### src/rtl/uart_cmd_decoder_fifo.sv
// ASCII command decoder: parses <cmd><hex digits><terminator> frames from a byte stream
// into {cmd, data} words held in a show-ahead FIFO drained by valid/ready.
module uart_cmd_decoder_fifo #(
   parameter int DATA_W      = 32,
   parameter int FIFO_DEPTH  = 4,
   parameter bit ALLOW_EMPTY = 1'b1
) (
   input  logic                          i_clk,
   input  logic                          i_rst_n,
   input  logic [7:0]                    i_data,
   input  logic                          i_data_valid,
   output logic                          o_valid,
   input  logic                          i_ready,
   output logic [DATA_W+1:0]             o_word,
   output logic [$clog2(FIFO_DEPTH):0]   o_level,
   output logic                          o_err,
   output logic [1:0]                    o_err_code,
   output logic                          o_drop
);

   localparam int MAX_DIGITS = DATA_W / 4;
   localparam int CW         = $clog2(MAX_DIGITS + 1);
   localparam int AW         = $clog2(FIFO_DEPTH);
   localparam int LW         = AW + 1;
   localparam logic [CW-1:0] MAX_CNT  = CW'(MAX_DIGITS);
   localparam logic [LW-1:0] FULL_LVL = LW'(FIFO_DEPTH);

   typedef enum logic {
      S_IDLE    = 1'b0,
      S_COLLECT = 1'b1
   } state_t;

   state_t                r_state;
   state_t                w_state_nxt;
   logic [1:0]            r_cmd;
   logic [DATA_W-1:0]     r_acc;
   logic [CW-1:0]         r_cnt;
   logic [1:0]            w_cmd_nxt;
   logic [DATA_W-1:0]     w_acc_nxt;
   logic [CW-1:0]         w_cnt_nxt;

   logic [7:0]            w_byte;
   logic                  w_is_cmd;
   logic                  w_is_hex;
   logic                  w_is_term;
   logic [1:0]            w_cmd_val;
   logic [3:0]            w_nib;

   logic                  w_emit;
   logic                  w_empty_err;
   logic                  w_parse_err;
   logic [1:0]            w_parse_code;
   logic                  w_err_any;
   logic [1:0]            w_err_code;
   logic                  w_push_req;
   logic [DATA_W+1:0]     w_push_word;

   logic                  r_err;
   logic [1:0]            r_err_code;
   logic                  r_drop;

   logic [DATA_W+1:0]     r_mem [FIFO_DEPTH];
   logic [AW-1:0]         r_wr_ptr;
   logic [AW-1:0]         r_rd_ptr;
   logic [LW-1:0]         r_level;
   logic [DATA_W+1:0]     r_last;
   logic                  w_pop;
   logic                  w_full;
   logic                  w_push_ok;
   logic                  w_drop;

   // Bit 7 is masked off so every byte is classified as 7-bit ASCII.
   assign w_byte = i_data & 8'h7F;

   always_comb begin
      w_is_cmd  = 1'b0;
      w_is_hex  = 1'b0;
      w_is_term = 1'b0;
      w_cmd_val = 2'd0;
      w_nib     = 4'd0;
      case (w_byte)
         8'h52:               begin w_is_cmd = 1'b1; w_cmd_val = 2'd0; end
         8'h57:               begin w_is_cmd = 1'b1; w_cmd_val = 2'd1; end
         8'h41:               begin w_is_cmd = 1'b1; w_cmd_val = 2'd2; end
         8'h53:               begin w_is_cmd = 1'b1; w_cmd_val = 2'd3; end
         8'h45, 8'h0A, 8'h0D: w_is_term = 1'b1;
         default:             ;
      endcase
      if (w_byte >= 8'h30 && w_byte <= 8'h39) begin
         w_is_hex = 1'b1;
         w_nib    = w_byte[3:0];
      end else if (w_byte >= 8'h61 && w_byte <= 8'h66) begin
         w_is_hex = 1'b1;
         w_nib    = w_byte[3:0] + 4'd9;
      end
   end

   always_ff @(posedge i_clk or negedge i_rst_n) begin
      if (!i_rst_n) begin
         r_state <= S_IDLE;
      end else begin
         r_state <= w_state_nxt;
      end
   end

   always_comb begin
      w_state_nxt = r_state;
      if (i_data_valid) begin
         case (r_state)
            S_IDLE: begin
               if (w_is_cmd) w_state_nxt = S_COLLECT;
            end
            S_COLLECT: begin
               if (w_is_hex) begin
                  if (r_cnt == MAX_CNT) w_state_nxt = S_IDLE;
               end else if (w_is_term) begin
                  w_state_nxt = S_IDLE;
               end else if (!w_is_cmd) begin
                  w_state_nxt = S_IDLE;
               end
            end
            default: w_state_nxt = S_IDLE;
         endcase
      end
   end

   always_comb begin
      w_cmd_nxt    = r_cmd;
      w_acc_nxt    = r_acc;
      w_cnt_nxt    = r_cnt;
      w_emit       = 1'b0;
      w_parse_err  = 1'b0;
      w_parse_code = 2'd0;
      if (i_data_valid) begin
         case (r_state)
            S_IDLE: begin
               if (w_is_cmd) begin
                  w_cmd_nxt = w_cmd_val;
                  w_acc_nxt = '0;
                  w_cnt_nxt = '0;
               end else if (w_is_hex) begin
                  w_parse_err  = 1'b1;
                  w_parse_code = 2'd0;
               end
            end
            S_COLLECT: begin
               if (w_is_hex) begin
                  if (r_cnt == MAX_CNT) begin
                     w_parse_err  = 1'b1;
                     w_parse_code = 2'd1;
                  end else begin
                     w_acc_nxt = DATA_W'({r_acc, w_nib});
                     w_cnt_nxt = r_cnt + 1'b1;
                  end
               end else if (w_is_term) begin
                  w_emit = 1'b1;
               end else if (w_is_cmd) begin
                  // The pending frame is flushed before the new command takes over.
                  w_emit    = 1'b1;
                  w_cmd_nxt = w_cmd_val;
                  w_acc_nxt = '0;
                  w_cnt_nxt = '0;
               end else begin
                  w_parse_err  = 1'b1;
                  w_parse_code = 2'd2;
               end
            end
            default: ;
         endcase
      end
      w_empty_err = w_emit && (r_cnt == '0) && !ALLOW_EMPTY;
      w_push_req  = w_emit && !w_empty_err;
      w_push_word = {r_cmd, r_acc};
      w_err_any   = w_parse_err || w_empty_err;
      w_err_code  = w_empty_err ? 2'd3 : w_parse_code;
   end

   always_ff @(posedge i_clk or negedge i_rst_n) begin
      if (!i_rst_n) begin
         r_cmd      <= 2'd0;
         r_acc      <= '0;
         r_cnt      <= '0;
         r_err      <= 1'b0;
         r_err_code <= 2'd0;
         r_drop     <= 1'b0;
      end else begin
         r_cmd  <= w_cmd_nxt;
         r_acc  <= w_acc_nxt;
         r_cnt  <= w_cnt_nxt;
         r_err  <= w_err_any;
         r_drop <= w_drop;
         if (w_err_any) r_err_code <= w_err_code;
      end
   end

   // A full FIFO still accepts a push when the head leaves in the same cycle.
   assign w_pop     = o_valid && i_ready;
   assign w_full    = (r_level == FULL_LVL);
   assign w_push_ok = w_push_req && (!w_full || w_pop);
   assign w_drop    = w_push_req && w_full && !w_pop;

   always_ff @(posedge i_clk) begin
      if (w_push_ok) r_mem[r_wr_ptr] <= w_push_word;
   end

   always_ff @(posedge i_clk or negedge i_rst_n) begin
      if (!i_rst_n) begin
         r_wr_ptr <= '0;
         r_rd_ptr <= '0;
         r_level  <= '0;
         r_last   <= '0;
      end else begin
         if (w_push_ok) r_wr_ptr <= r_wr_ptr + 1'b1;
         if (w_pop) begin
            r_rd_ptr <= r_rd_ptr + 1'b1;
            r_last   <= r_mem[r_rd_ptr];
         end
         case ({w_push_ok, w_pop})
            2'b10:   r_level <= r_level + 1'b1;
            2'b01:   r_level <= r_level - 1'b1;
            default: r_level <= r_level;
         endcase
      end
   end

   assign o_valid    = (r_level != '0);
   assign o_level    = r_level;
   assign o_word     = o_valid ? r_mem[r_rd_ptr] : r_last;
   assign o_err      = r_err;
   assign o_err_code = r_err_code;
   assign o_drop     = r_drop;

endmodule

### config.mk
export PLATFORM = sky130hd
export DESIGN_NAME = uart_cmd_decoder_fifo
export DESIGN_NICKNAME = d
export VERILOG_FILES = /design/src/rtl/uart_cmd_decoder_fifo.sv
export SDC_FILE = /design/constraint.sdc
export NUM_CORES = 1
export LEC_CHECK = 0
export ABC_AREA = 1
export CAP_MARGIN = 20
export CORE_MARGIN = 2
export CORE_UTILIZATION = 60
export DETAILED_ROUTE_END_ITERATION = 12
export GPL_TIMING_DRIVEN = 0
export PLACE_DENSITY = 0.86
export SYNTH_ARGS = -nofsm -noshare
export SYNTH_HDL_FRONTEND = slang
export SYNTH_SLANG_ARGS = --single-unit
### constraint.sdc
create_clock -name i_clk -period 8 [get_ports i_clk]
set_input_delay 1.2 -clock i_clk [delete_from_list [all_inputs] [get_ports i_clk]]
set_output_delay 1.2 -clock i_clk [all_outputs]
set_load 0.005 [all_outputs]
## Word level (Yosys, flattened, before mapping)

Memories as Yosys holds them, arrays and structs flattened.
Cells that the tools add are included.

- Flip-flop bits (word level): 84
- Bits in latches: 0
- Bits in writable memories: 136
- Memory bits (read-only): 0
- Input port bits: 12
- Output and inout port bits: 42
- Word-level logic and storage cells: 101
- Memories: 1

- Add/subtract/negate cells: 6
- Multipliers: 0
- Div/mod/pow operators: 0
- Magnitude comparators: 4
- Equality and inequality tests: 15
- Shift operators: 0
- Mux-type cells: 48
- Bitwise gates (word level): 1
- Reduce and logical (&&, ||, !) cells: 15

Memory list:

| memory | depth | width | rd ports | clocked after memory_dff | wr ports | RTL line | text |
|---|---|---|---|---|---|---|---|
| r_mem | 4 | 34 | 1 | 0 | 1 | 62 | `logic [DATA_W+1:0] r_mem [FIFO_DEPTH];` |

Operators with widths:

| kind | count |
|---|---|
| 32-bit two-way mux | 4 |
| 32-bit case mux with 2 select lines | 1 |
| 7-bit equality test (second input constant) | 5 |
| 34-bit two-way mux | 1 |
| 4-bit two-way mux | 6 |
| 1-bit two-way mux | 22 |
| 7-bit by 4-bit equality test with 1-bit output (second input constant) | 2 |
| 2-bit two-way mux | 7 |
| 2-bit case mux with 2 select lines | 2 |
| 4-bit case mux with 2 select lines | 1 |
| 7-bit by 6-bit >= comparator with 1-bit output (second input constant) | 1 |
| 7-bit >= comparator (second input constant) | 1 |
| 7-bit by 6-bit less-or-equal comparator with 1-bit output (second input constant) | 1 |
| 7-bit less-or-equal comparator (second input constant) | 1 |
| 1-bit logical AND | 6 |
| 3-bit inequality test (second input constant) | 2 |
| 2-bit case mux with 3 select lines | 1 |
| 3-bit case mux with 2 select lines | 1 |
| 3-bit AND reduction | 2 |
| 2-bit by 1-bit adder with 2-bit output (second input constant) | 2 |
| 4-bit by 1-bit adder with 4-bit output (second input constant) | 1 |
| 4-bit adder (second input constant) | 1 |
| 4-bit equality test (second input constant) | 1 |
| 2-bit inequality test (second input constant) | 2 |
| 13 further kinds | 15 |

## Logic depth before layout (Yosys ltp)

- Depth after elaboration: 11
- Gate-level depth with buffers: 16
- Mapped depth without buffers: 16

## Worst setup path after synthesis

No wires, ideal clock.

- Path kind: in2reg
- Start: input i_data[1]
- End: memory r_mem[0][0] (netlist name), enable pin
- Data arrival time: 3632 ps
- Data required time: 7575 ps
- Slack: 3943 ps
- Cell stages on the path: 9
- Buffers on the path: 0
- Cells stage by stage: inv_1 > ha_1 > a21oi_2 > nand2_2 > nand2_2 > nand3_1 > nor2_1 > nand2_1 > nor2_1

- Cells in the longest elaborated chain, start to end: 11

Ends and longest elaborated chain:

| element | RTL line | text |
|---|---|---|
| start: declaration | 10 | `input logic [7:0] i_data,` |
| branches (longest 5 deep; another with 7-bit >= comparator) | -- |  |
| 1-bit two-way mux * | 147 | `if (w_is_hex) begin` |
| 1-bit two-way mux * | 135 | `case (r_state)` |
| 1-bit two-way mux * | 134 | `if (i_data_valid) begin` |
| 1-bit logical AND * | 199 | `assign w_push_ok = w_push_req && (!w_full \|\| w_pop);` |
| 1-bit two-way mux * | 203 | `if (w_push_ok) r_mem[r_wr_ptr] <= w_push_word;` |
| 1-bit two-way mux (not written as such) * | 203 |  |
| end: declaration | 62 |  |

Mark *: on every way between the ends.

## Worst setup path after layout

- Start: register r_rd_ptr[0]
- End: output o_word[2]

- Cells in the longest elaborated chain, start to end: 2

Ends and longest elaborated chain:

| element | RTL line | text |
|---|---|---|
| start: declaration | 64 | `logic [AW-1:0] r_rd_ptr;` |
| start signal: assignment | 215 | `r_rd_ptr <= r_rd_ptr + 1'b1;` |
| memory read 4 x 34 bit | -- |  |
| 34-bit two-way mux | 228 | `assign o_word = o_valid ? r_mem[r_rd_ptr] : r_last;` |
| end: declaration | 14 | `output logic [DATA_W+1:0] o_word,` |

Every way passes these cells.

==> impl_metrics.json <==
{
  "status": "completed",
  "synth_mux_area_share_pct": 0,
  "vdd_drop_max_uv": 167,
  "cts_resized": 0,
  "grt_max_degree": 58,
  "cp_top_family": "buffers and inverters",
  "fillCellCount": 989,
  "cts_num_sinks": 220,
  "first_pass_iters": 5,
  "netlist_top_cells_area": "edfxtp_1 (45%), dfrtp_1 (23%), nand2_1 (8.9%), o21ai_0 (3.9%), a32o_1 (3.7%)",
  "drc_errors": 0,
  "cp_num_buf_inv": 4,
  "routed_via_density": 6.00,
  "hold_class": "reg2reg",
  "grt_pass1_wl_um": 33300,
  "synthSimpleGateAreaFrac_pct": 12.1,
  "cp_slowest_cell": "clkdlybuf4s50_1",
  "crit_start": "r_rd_ptr[0]",
  "post_cts_buffers": 0,
  "yosysTopAreaCellShare_pct": 44.6,
  "p_int_mw": 2.58,
  "clock_skew_ps": 8.26,
  "p_total_mw": 3.87,
  "start_kind": "flip-flop",
  "setup_tns_ps": 0,
  "numCtsBuffers": 21,
  "slew_headroom_pct": 52.2,
  "crit_required_ps": 6800,
  "syn_nets": 829,
  "area_growth_pct": 17.1,
  "start_util_pct": 60.9,
  "end_kind": "output pin",
  "pin_count": 54,
  "wl_um": 21200,
  "seq_power_share_pct": 40.4,
  "worstReg2RegStart": "r_state",
  "dp.final_hpwl_um": 14000,
  "yosys.area.top_type": "edfxtp_1",
  "synth_edf_count": 136,
  "synthAdderAreaFrac_pct": 1.59,
  "htreeDepth": 1,
  "clkSlewWorstSetupHoldPaths_ps": 60,
  "antenna_found_initial": 0,
  "drive_gt1_share_pct": 8.34,
  "drt_iter0_drc": 731,
  "worstPathCellList": "buf_2, inv_2, clkbuf_1, nand2_1, a32o_1, o21ai_0, clkdlybuf4s50_1",
  "worstPathArrival_ps": 2950,
  "synth_seq_cells": 220,
  "worst-setup-path-type": "reg2out",
  "die_area_um2": 16300,
  "cts-root-buf": "clkbuf_16",
  "fin_crit_ps": 4150,
  "syn_avg_cell_area_um2": 11.4,
  "synth_top_family_by_area": "compound AO/OA/AOI/OAI gates",
  "antenna_left": 0,
  "hold_violations": 0,
  "fin_crit_sh_pct": 51.9,
  "crit_path_max_incr_delay_ps": 580,
  "via_count": 6527,
  "synth.cell_area_um2": 9150,
  "synth_common_cells": "nand2_1 (216), edfxtp_1 (136), dfrtp_1 (84)",
  "grt_usage_pct": 26.3,
  "p_switching_mw": 1.29,
  "die_y_um": 127,
  "clk_path_buf_depth": 3,
  "synth-compound-area-share_pct": 12.6,
  "gr-total-overflow": 0,
  "power.density_nw_per_um2": 361,
  "synthArstFlopShare_pct": 38.2,
  "ctsHoldBuffers": 0,
  "synth.most_common_cell": "nand2_1",
  "maxSlewViolCount": 0,
  "seq_area_frac_synth_pct": 67.6,
  "pwr-share-comb_pct": 34.9,
  "yosysWarnings": 0,
  "multi_input_area_um2": 2500,
  "diodes": 0,
  "wire_per_inst_um": 19.5,
  "synth_ff_type": "edfxtp_1",
  "seqCellArea_um2": 6190,
  "port-buffer-count": 51,
  "cts_tree": "yes",
  "hp-start": "r_last[18]",
  "die_x_um": 127,
  "power.share.clock_pct": 24.7,
  "rows": 45,
  "final-setup-viol-count": 0,
  "p_leak_nw": 4.23,
  "grt_pass1_vias": 6579,
  "synthXorXnorAreaFrac_pct": 0.766,
  "max_freq_mhz": 241,
  "rsz0062_at_grt": "false",
  "core_area_um2": 15000,
  "critPathMaxFanout": 10,
  "gp_congestion": 0.810,
  "swShare_pct": 33.4,
  "fin_nets": 908,
  "synth_cell_types": 34,
  "drv_cap": 0,
  "clock_latency_ps": 490,
  "worst_pin_slew_ps": 716,
  "syn_inst": 806
}
-- worst min-delay path, stage by stage (launching register included) --
cell,delay (ps)
dfrtp_1,340
nand2_1,50
o21ai_0,60
-- registers in the layout (all words and copies together) (netlist names) --
signal,flops
o_drop,1
o_err,1
o_err_code,2
o_level,3
r_acc,32
r_cmd,2
r_cnt,4
r_last,34
r_mem,136
r_rd_ptr,2
r_state,1
r_wr_ptr,2
-- cell families after synthesis --
| kind of cell | Yosys count |
|---|---|
| AND/OR/NAND/NOR | 268 |
| XOR/XNOR | 8 |
| flip-flops | 220 |
| buffers and inverters | 115 |
| AO/OA/AOI/OAI | 184 |
| adder cells (fa/ha/maj) | 11 |
-- power groups by stage --
stage	Combinational (mW)	Clock, mW	Sequential (mW)
detailed placement	1.32	0	1.58
CTS	1.34	0.962	1.56
global route	1.46	1.01	1.58
floorplan	0.709	0	1.54
finish	1.35	0.958	1.56
global placement	1.27	0	1.56
-- layout by cell type, fill, tap and decap left out, types with 2 or more instances in the layout --
master             n
xor2_1             7
nor2_2             2
a21oi_1           37
inv_1             65
clkinv_1           2
nor2_4             6
o22ai_1           25
nand2_1          216
nand4_1            3
nor2_1            17
clkdlybuf4s50_1   50
clkbuf_1          37
a32o_1            34
inv_2              6
edfxtp_1         136
clkbuf_8           5
clkbuf_16         21
ha_1              10
o21ai_1           12
nand2_2            6
dfrtp_1           84
buf_16             4
nand3_1           12
buf_2              7
buf_6              7
o22ai_2            3
o21ai_0           71
-- worst paths after layout --
path	to	slack [ps]	depth (start not counted)
worst max-delay path	o_word[2]	3850	7
worst min-delay path	r_last[18]	480	2
worst max register to register	r_mem[0][9]	5460	7
worst min register to register	r_last[18]	480	2
max in group asynchronous	r_acc[9]	6730	2
min in group asynchronous	r_last[14]	630	1
-- per-stage QoR --
step / setup WS, ps / utilization, % / cell area (µm²) / cells / hold WS [ps]
2_1_floorplan: 3940 / - / 9150 / 806 / 453
3_3_place_gp: 1920 / 65.8 / 9900 / 1045 / 466
3_5_place_dp: 3600 / 66.9 / 10100 / 1050 / 474
4_1_cts: 3870 / 71.3 / 10700 / 1087 / 489
5_1_grt: 3640 / 71.3 / 10700 / 1087 / 506
6_report: 3850 / 71.3 / 10700 / 1087 / 485
-- layer usage --
layer,vias to the layer above,track usage (%),wire length [µm]
met2,363,44.7,10600
met1,3161,33.9,8230
met3,54,4.19,1740
met4,0,11.2,595
met5,-,0,0
li1,2949,-,-
-- area by class of cell --
class	instances	area share (%)
clock inverter	2	0.315
clock buffer	35	5.86
timing repair buffer	56	5.96
multi-input combinational	471	23.3
tap	188	2.20
sequential	220	57.7
buffer	43	2.08
inverter	72	2.52
No activity file was read; power rests on OpenSTA's default activity.
